==> src/rtl/uart_pkg.sv <==
// Shared UART types: frame parity, transmitter FSM states and frame sizing.
// Imported by the transmit block and its testbench.
package uart_pkg;

    typedef enum logic [1:0] {
        PAR_NONE = 2'd0,
        PAR_EVEN = 2'd1,
        PAR_ODD  = 2'd2
    } parity_e;

    typedef enum logic [2:0] {
        S_IDLE,
        S_START,
        S_DATA,
        S_PARITY,
        S_STOP
    } tx_state_e;

    function automatic int frame_len(
        input int      data_bits,
        input parity_e par,
        input int      stop_bits,
        input int      bit_cyc
    );
        int pbits;
        pbits = (par != PAR_NONE) ? 1 : 0;
        return (1 + data_bits + pbits + stop_bits) * bit_cyc;
    endfunction

endpackage

==> src/rtl/uart_tx_fifo_sync_fifo.sv <==
// Single-clock FIFO with occupancy count and a registered full flag.
// Written to serve both the UART transmit and receive paths.
module sync_fifo #(
    parameter int WIDTH = 8,
    parameter int DEPTH = 16
) (
    input  logic                   clk,
    input  logic                   rstn,
    input  logic                   push_i,
    input  logic [WIDTH-1:0]       wdata_i,
    input  logic                   pop_i,
    output logic [WIDTH-1:0]       rdata_o,
    output logic [$clog2(DEPTH):0] count_o,
    output logic                   full_o,
    output logic                   empty_o
);

    localparam int AW = $clog2(DEPTH);
    localparam logic [AW:0] FULL = (AW+1)'(DEPTH);

    logic [WIDTH-1:0] mem_q [DEPTH];
    logic [AW-1:0]    wr_q;
    logic [AW-1:0]    rd_q;
    logic [AW:0]      count_q;
    logic [AW:0]      count_d;
    logic             full_q;
    logic             do_push;
    logic             do_pop;

    assign do_push = push_i && !full_q;
    assign do_pop  = pop_i && (count_q != '0);

    always_comb begin
        count_d = count_q;
        if (do_push && !do_pop) begin
            count_d = count_q + 1'b1;
        end else if (do_pop && !do_push) begin
            count_d = count_q - 1'b1;
        end
    end

    always_ff @(posedge clk) begin
        if (!rstn) begin
            wr_q    <= '0;
            rd_q    <= '0;
            count_q <= '0;
            full_q  <= 1'b0;
        end else begin
            if (do_push) wr_q <= wr_q + 1'b1;
            if (do_pop)  rd_q <= rd_q + 1'b1;
            count_q <= count_d;
            full_q  <= (count_d == FULL);
        end
    end

    // Storage carries no reset; occupancy alone defines valid entries.
    always_ff @(posedge clk) begin
        if (do_push) mem_q[wr_q] <= wdata_i;
    end

    assign rdata_o = mem_q[rd_q];
    assign count_o = count_q;
    assign full_o  = full_q;
    assign empty_o = (count_q == '0);

endmodule

==> src/rtl/uart_tx_fifo.sv <==
// Buffered UART transmitter: stream words into a FIFO, serialise LSB-first
// with configurable data width, parity and stop bits; frames run back-to-back.
module uart_tx_fifo
    import uart_pkg::*;
#(
    parameter int      CLK_PER_HALF_BIT = 434,
    parameter int      DATA_BITS        = 8,
    parameter parity_e PARITY           = PAR_NONE,
    parameter int      STOP_BITS        = 1,
    parameter int      FIFO_DEPTH       = 16
) (
    input  logic                        clk,
    input  logic                        rstn,
    input  logic [DATA_BITS-1:0]        s_data,
    input  logic                        s_valid,
    output logic                        s_ready,
    output logic [$clog2(FIFO_DEPTH):0] fifo_count,
    output logic                        tx_busy,
    output logic                        txd
);

    localparam int BIT_CYC = 2 * CLK_PER_HALF_BIT;
    localparam int CW      = $clog2(BIT_CYC);
    localparam logic [CW-1:0] CNT_LAST  = CW'(BIT_CYC - 1);
    localparam logic [3:0]    DATA_LAST = 4'(DATA_BITS - 1);
    localparam logic [3:0]    STOP_LAST = 4'(STOP_BITS - 1);

    if (DATA_BITS < 5 || DATA_BITS > 9) begin : g_bad_data
        $error("uart_tx_fifo: DATA_BITS must be 5..9");
    end
    if (STOP_BITS < 1 || STOP_BITS > 2) begin : g_bad_stop
        $error("uart_tx_fifo: STOP_BITS must be 1 or 2");
    end
    if (PARITY != PAR_NONE && PARITY != PAR_EVEN && PARITY != PAR_ODD) begin : g_bad_par
        $error("uart_tx_fifo: PARITY must be NONE, EVEN or ODD");
    end
    if (FIFO_DEPTH < 2 || (FIFO_DEPTH & (FIFO_DEPTH - 1)) != 0) begin : g_bad_depth
        $error("uart_tx_fifo: FIFO_DEPTH must be a power of two >= 2");
    end
    if (CLK_PER_HALF_BIT < 1) begin : g_bad_baud
        $error("uart_tx_fifo: CLK_PER_HALF_BIT must be >= 1");
    end

    tx_state_e            state_q, state_d;
    logic [CW-1:0]        cnt_q, cnt_d;
    logic [3:0]           bit_q, bit_d;
    logic [DATA_BITS-1:0] shift_q, shift_d;
    logic                 par_q, par_d;
    logic                 txd_q, txd_d;
    logic                 busy_q, busy_d;
    logic                 have_q;

    logic                 push;
    logic                 pop;
    logic                 tick;
    logic                 fifo_full;
    logic                 fifo_empty;
    logic [DATA_BITS-1:0] fifo_rdata;

    assign push    = s_valid && s_ready;
    assign s_ready = !fifo_full;
    assign tick    = (cnt_q == CNT_LAST);

    sync_fifo #(
        .WIDTH (DATA_BITS),
        .DEPTH (FIFO_DEPTH)
    ) u_fifo (
        .clk     (clk),
        .rstn    (rstn),
        .push_i  (s_valid),
        .wdata_i (s_data),
        .pop_i   (pop),
        .rdata_o (fifo_rdata),
        .count_o (fifo_count),
        .full_o  (fifo_full),
        .empty_o (fifo_empty)
    );

    always_ff @(posedge clk) begin
        if (!rstn) begin
            state_q <= S_IDLE;
            cnt_q   <= '0;
            bit_q   <= '0;
            shift_q <= '0;
            par_q   <= 1'b0;
            txd_q   <= 1'b1;
            busy_q  <= 1'b0;
            have_q  <= 1'b0;
        end else begin
            state_q <= state_d;
            cnt_q   <= cnt_d;
            bit_q   <= bit_d;
            shift_q <= shift_d;
            par_q   <= par_d;
            txd_q   <= txd_d;
            busy_q  <= busy_d;
            have_q  <= !fifo_empty;
        end
    end

    always_comb begin
        state_d = state_q;
        unique case (state_q)
            S_IDLE:   if (have_q) state_d = S_START;
            S_START:  if (tick) state_d = S_DATA;
            S_DATA: begin
                if (tick && bit_q == DATA_LAST) begin
                    state_d = (PARITY != PAR_NONE) ? S_PARITY : S_STOP;
                end
            end
            S_PARITY: if (tick) state_d = S_STOP;
            S_STOP: begin
                if (tick && bit_q == STOP_LAST) begin
                    state_d = have_q ? S_START : S_IDLE;
                end
            end
            default:  state_d = S_IDLE;
        endcase
    end

    // Parity is fixed from the popped word, independent of the shifter.
    always_comb begin
        pop     = (state_d == S_START) && (state_q != S_START);
        txd_d   = txd_q;
        shift_d = shift_q;
        par_d   = par_q;
        if (state_q == S_IDLE || tick) cnt_d = '0;
        else                           cnt_d = cnt_q + 1'b1;
        if (state_d != state_q) bit_d = '0;
        else if (tick)          bit_d = bit_q + 1'b1;
        else                    bit_d = bit_q;
        if (pop) begin
            txd_d   = 1'b0;
            shift_d = fifo_rdata;
            par_d   = (PARITY == PAR_ODD) ? ~^fifo_rdata : ^fifo_rdata;
        end else if (tick) begin
            unique case (state_d)
                S_DATA: begin
                    txd_d   = shift_q[0];
                    shift_d = shift_q >> 1;
                end
                S_PARITY: txd_d = par_q;
                default:  txd_d = 1'b1;
            endcase
        end
        busy_d = (state_d != S_IDLE) || (fifo_count != '0) || push;
    end

    assign txd     = txd_q;
    assign tx_busy = busy_q;

endmodule
==> config.mk <==
export PLATFORM = sky130hd
export DESIGN_NAME = uart_tx_fifo
export DESIGN_NICKNAME = d
export VERILOG_FILES = /design/src/rtl/uart_pkg.sv /design/src/rtl/uart_tx_fifo_sync_fifo.sv /design/src/rtl/uart_tx_fifo.sv
export SDC_FILE = /design/constraint.sdc
export NUM_CORES = 1
export LEC_CHECK = 0
export BUFFER_PORTS_ARGS = -buffer_cell sky130_fd_sc_hd__buf_2
export CAP_MARGIN = 15
export CORE_MARGIN = 3
export CORE_UTILIZATION = 56
export DETAILED_ROUTE_END_ITERATION = 7
export GPL_ROUTABILITY_DRIVEN = 0
export PLACE_DENSITY = 0.77
export SYNTH_ARGS = -nofsm -noshare
export SYNTH_HDL_FRONTEND = slang
export SYNTH_SLANG_ARGS = --single-unit
==> constraint.sdc <==
create_clock -name clk -period 2.2 [get_ports clk]
set_input_delay 0.22 -clock clk [delete_from_list [all_inputs] [get_ports clk]]
set_output_delay 0.22 -clock clk [all_outputs]
set_load 0.05 [all_outputs]
# == Yosys cells after proc, flatten, opt, wreduce, memory -nomap -nowiden ==
# Memory sizes are Yosys's and may differ from the RTL's. A register that Yosys moved wholly into a read port is not among the register bits.
# Index checks and enable logic that the tools add are counted.
# totals
ff_bits,43
out_inout_bits,8
ramBits,128
latchBits,0
mem_bits_ro,0
in_bits,11
mem_count,1
wordCells,76
# memory_table
name,depth,word_bits,read_ports,rd_ports_with_merged_regs,write_ports,line_no,rtl
u_fifo.mem_q,16,8,1,1,1,uart_tx_fifo_sync_fifo.sv:21,logic [WIDTH-1:0] mem_q [DEPTH];
# classes
n_mux,19
eq_ne,12
shifts,0
n_bitwise,1
magnitude_cmp,0
div_mod_pow,0
multipliers,0
reduce_logical,25
addsub,6
# ops
op,count
two-way mux 8 bit,3
two-way mux 3 bit,5
one-hot mux 3 bit (5 select lines),1
"adder 4 x 1 -> 4 bit, second input constant",3
"== test 3 x 2 -> 1 bit, second input constant",4
"adder 10 x 1 -> 10 bit, second input constant",1
"== test 10 bit, second input constant",1
two-way mux 5 bit,2
two-way mux 4 bit,2
XOR reduction 8 bit,1
logical AND 1 bit,7
"== test 3 x 1 -> 1 bit, second input constant",2
"adder 5 x 1 -> 5 bit, second input constant",1
"== test 5 bit, second input constant",1
zero test 5 bit,1
two-way mux 1 bit,5
nonzero test 5 bit,1
"subtractor 5 x 1 -> 5 bit, second input constant",1
"== test 4 x 3 -> 1 bit, second input constant",1
zero test 1 bit,4
zero test 4 bit,1
nonzero test 2 bit,2
OR reduction 2 bit,2
"== test 3 bit, second input constant",1
8 further kinds,10

# == Logic depth before layout (Yosys ltp) ==
# logic_depth
depth_word,11
depth_mapped,9
ltp_nobuf,9

# == Modules after synthesis ==
# A second synthesis with hierarchy kept.
# unflattened
cells_unflattened,439
hier_area_um2,7254.5
# modules_own_cells
module,n_inst,cells_each,area_per_inst_um2,seq_area_each_um2
sync_fifo,1,287,5811.8,4204.0
uart_tx_fifo,1,152,1442.6,580.6

# == Worst setup path before layout ==
# No wires, ideal clock.
# synth_path
kind,register -> register
start,"register u_fifo.count_q[0], in the netlist u_fifo.count_o[0]"
end,"register u_fifo.full_q, in the netlist u_fifo.full_o"
path_slack_ns,-0.054
path_stages_with_launch,8
arrival_ns,2.158
setup_time_ns,0.096
path_cell_list,dfxtp_1 > inv_1 > ha_1 > nor4b_1 > o21ai_1 > o21ai_0 > a32oi_1 > nor4b_1
# synth_via
elab_chain_cells,6
# synth_rtl
item,line_no,rtl
"start, declared",uart_tx_fifo_sync_fifo.sv:24,logic [AW:0] count_q;
"start signal, assigned",uart_tx_fifo_sync_fifo.sv:51,count_q <= count_d;
branches (longest 4 deep; another with subtractor 5 x 1 -> 5 bit),--,
two-way mux 5 bit *,uart_tx_fifo_sync_fifo.sv:35,if (do_push && !do_pop) begin
== test 5 bit *,uart_tx_fifo_sync_fifo.sv:52,full_q <= (count_d == FULL);
"end signal, assigned",uart_tx_fifo_sync_fifo.sv:52,
"end, declared",uart_tx_fifo_sync_fifo.sv:26,logic full_q;
# Every way passes the cells marked *.
# A chain may end at the register's enable or synchronous reset.

==> results <==
- The area of the multi-input gates is 2390 sq um.
- The number of different library cells used by synthesis comes to 52.
- The leakage dissipation is 2.96 nW.
- The finished cells cover 8540 sq um.
- The later pin in the worst-skew pair is clocked with a latency of 0.42 ns.
- The number of design-rule violations left by the first detailed-router iteration is approximately 340.
- In the final layout, the share of cells above drive strength 1 is 31.0%.
- The number of buffers added on ports is 18.
- For this run, the slowest stage of the critical path takes around 0.6 ns.
- For this run, the total global-route usage over all layers was measured as around 22%.
- The number of cells traversed by the worst register-to-register path is 8.
- The DRC violation count after routing is 0.
- The CTS buffer count is 17.
- The tightest hold path in the finished design has a slack of between 0.06 and 0.07 ns.
- Measured against its own limit, the worst slew margin works out to between 50% and 60%.
- CTS saw approximately 180 sinks.
- The worst clock skew is 0.00869 ns.
- STA classifies the critical path endpoint as a flip-flop.
- The count of nets left with antenna violations after detail routing is 0.
- The initial antenna violation count is 0.
- The largest area contributor in the synthesized netlist is edfxtp_1.
- The total number of H-tree levels is 4.
- The slowest stage cell on the critical path is mux4_1.
- The aggregate negative setup slack is -0.0687 ns.
- The flow ran to the end, but the final reports show violations.
- The root buffer cell is clkbuf_16.
- The final net count is approximately 560.
- The aggregate global routing overflow is 0.
- 0 antenna diodes ended up in the layout.
- The number of buffers on the longest clock path is 2.
- Pin placement for this block handled 19 I/O pins.
- The effective utilization at floorplan is roughly three fifths.
- Across the VDD grid, the largest voltage drop is 0.843 mV.
- After clock tree synthesis, the clock-pin slew on the worst setup and hold paths is roughly 0.060 ns.
- The worst setup timing slack at the placement stage is -0.233 ns.
- The critical path goes through clkbuf_16 > mux4_1 > a22oi_2 > nand2_2 > xor2_1 > xnor2_1 > xnor2_1 > o211a_1.
- The site row count is 40.
- The count of hold buffers inserted by post-cts repair is 0.
- The total power of the final layout is between 7 and 8 mW.
- The number of global-route vias before repair is ~4200.
- The post-synthesis cell count is 466.
- The maximum achievable frequency is approximately 0.44 GHz.
- The sequential standard cell area is between 4000 and 5000 sq um.
- The prevailing post-synth register cell is edfxtp_1.
- Including well taps, the total number of placed cells is 676.
- The adder and majority gate portion of the synthesized area is around 1.8%.
- Using the TritonRoute via totals, the vias-per-cell ratio works out to 5.87.
- Setup repair after global routing could not meet its margin everywhere.
- Summing all placed instances gives a cell area of just under 8000 sq um.
- The most frequently used cell type in the post-synthesis netlist is edfxtp_1.
- The capture point of the worst reg-to-reg path is par_q.
- The share of synthesized flip-flops with an asynchronous set or reset is 0%.
- After floorplanning, the core was sized to cover between 10000 and 15000 sq um.
- The synthesized netlist net count is 487.
- TritonCTS built the clock tree.
- The filler cell count is 792.
- The final reports fail on negative setup slack.
- The number of enable flip-flop cells after synthesis is between 100 and 150.
- The share of the clock period used by the worst path is 103%.
- The setup slack on the worst flop-to-flop path is -0.07 ns.
- The placed wire-length estimate is around 9200 microns.
- Dividing the detail-routed wire length by the instance count gives between 20 and 25 microns.
- The number of pins exceeding their max-slew limit in the final report is 0.
- The final setup violation count is 1.
- The count of placed standard cells in the final layout, fillers left out is between 700 and 800.
- The maximum number of pins on one net before global-route repair is 33.
- The synthesized netlist devotes under 10% of its cell area to simple gates.
- The type of the worst setup path is reg2reg.
- The cell area that synthesis handed to floorplanning was around 7100 sq um.
- The global-route wire length before repair is about 23000 microns.
- In the post-synthesis netlist, the biggest area contributors are edfxtp_1 (54%), dfxtp_1 (13%), mux4_2 (7.3%).
- The fraction of synthesized cell area taken by the top area cell type is a little over half.
- The slack of the critical path is -0.0687 ns.
- Across all layers, the routed design uses 4186 vias.
- Sequential cells were found to cover between 60% and 70% of the synthesized design area.
- The share of cell area taken by muxes after synthesis is between 10% and 20%.
- For this design the ratio of total power to cell area is around 930 nW/um^2.
- The worst setup path is launched from a flip-flop.
- Along the worst path, the maximum fanout reaches 6.
- The core occupancy in the finished layout is between 60% and 70%.
- The shortest period the worst path allows is between 2 and 2.5 ns.
- The die is 119 microns tall.
- The first detailed-routing pass took 4 iterations.
- The end point of the critical path is par_q.
- The synthesis-to-layout area growth is 20.0%.
- The area enclosed by the die boundary is 14100 sq um.
- The most repeated library cell on the critical path is xnor2_1.
- The synthesized netlist devotes approximately 3.2% of its cell area to XOR and XNOR gates.
- The data arrival time at the worst-slack endpoint is approximately 2.6 ns.
- The total wirelength of the detailed-routed design is 14800 microns.
- Dividing the synthesized area by the synthesized cell count gives between 15 and 20 sq um.
- The required arrival time at the worst endpoint is 2.52 ns.
- After synthesis, the largest family of logic cells by area is multiplexers.
- Counting instances in the post-synthesis netlist gives the leading cell types as edfxtp_1 (128), nor2_1 (58), dfxtp_1 (47).
- In this run the horizontal extent of the chip is 119 microns.
- The count of warnings emitted by yosys is 0.
- The number of hold-slack violations in the final timing report is 0.
- The tightest min-delay check is of the in2reg type.
- The actual transition at the worst max-transition pin is between 0.6 and 0.7 ns.
- The max-capacitance violation count is 0.
- Summing the areas of all compound-gate instances in the mapped netlist gives under 10% of the synthesized area.
- The flip-flop and latch count after synthesis is roughly 180.
-- cell usage in the layout (no fill, tap or decap), drive strengths merged, types with 7 or more instances in the layout --
cell,n
xor2,13
mux2i,10
a22oi,16
dfxtp,47
nor2,59
buf,67
inv,13
nand3,7
edfxtp,128
xnor2,13
a21oi,8
ha,10
nand2,31
clkbuf,21
mux4,32
a211oi,8
-- layer usage --
| layer | vias to the layer above | wire, microns | track usage [%] |
|---|---|---|---|
| met1 | 2117 | 6020 | 26.8 |
| met4 | 0 | 320 | 10.1 |
| li1 | 1901 | - | - |
| met5 | - | 0 | 0 |
| met2 | 138 | 7790 | 38.0 |
| met3 | 30 | 646 | 4.83 |
-- worst max-delay path, delay by kind of cell, from the launching register on --
kind            cells  cell delay, ns
buf+inv             1            0.19
compound gates      2            0.40
flops               1            0.44
simple gates        1            0.11
xor+xnor            3            0.45
mux                 1            0.59
-- power by group --
| group | internal, mW | switching, mW | total (mW) |
|---|---|---|---|
| Combinational | 0.678 | 0.702 | 1.38 |
| Clock | 1.56 | 1.21 | 2.77 |
| Sequential | 3.67 | 0.109 | 3.78 |
-- worst min-delay path by stage --
| stage | startpoint | endpoint | slack [ns] | depth (start not counted) |
|---|---|---|---|---|
| 6_report | rstn | txd | 0.06 | 2 |
| 3_3_place_gp | shift_q[7] | shift_q[7] | 0.46 | 2 |
| 2_1_floorplan | rstn | txd | 0.28 | 1 |
| 5_1_grt | rstn | txd | 0.06 | 2 |
| 3_5_place_dp | shift_q[7] | shift_q[7] | 0.47 | 2 |
| 4_1_cts | rstn | txd | 0.04 | 2 |
-- layout make-up --
class	count	share of cell area, %
Clock buffer	19	5.07
Clock inverter	11	1.30
Inverter	11	0.483
Multi-Input combinational cell	260	27.9
Sequential cell	175	56.1
Tap cell	168	2.46
Timing Repair Buffer	69	6.66
-- cells by family after synthesis --
logic type                 after synthesis
AOI/OAI and AO/OA                       48
buffers and inverters                   31
DFF                                    175
adders and majority gates               10
muxes                                   44
and+or+nand+nor                        132
xor gates and xnor gates                26
-- sequential cells by signal, indices dropped and copies added (netlist names), named ones only --
register,cells
have_q,1
tx_busy,1
u_fifo.mem_q,128
par_q,1
u_fifo.rd_q,4
shift_q,8
cnt_q,10
u_fifo.count_o,5
u_fifo.full_o,1
txd,1
u_fifo.wr_q,4
state_q,3
bit_q,4
-- what timing repair did --
action	4_1_cts	5_1_grt
pin swaps	12	19
endpoints found under the setup margin	12	18
cloned	1	2
buffers inserted	2	3
gates resized for setup	29	28
Note: power is estimated with default switching activity, not from simulation.
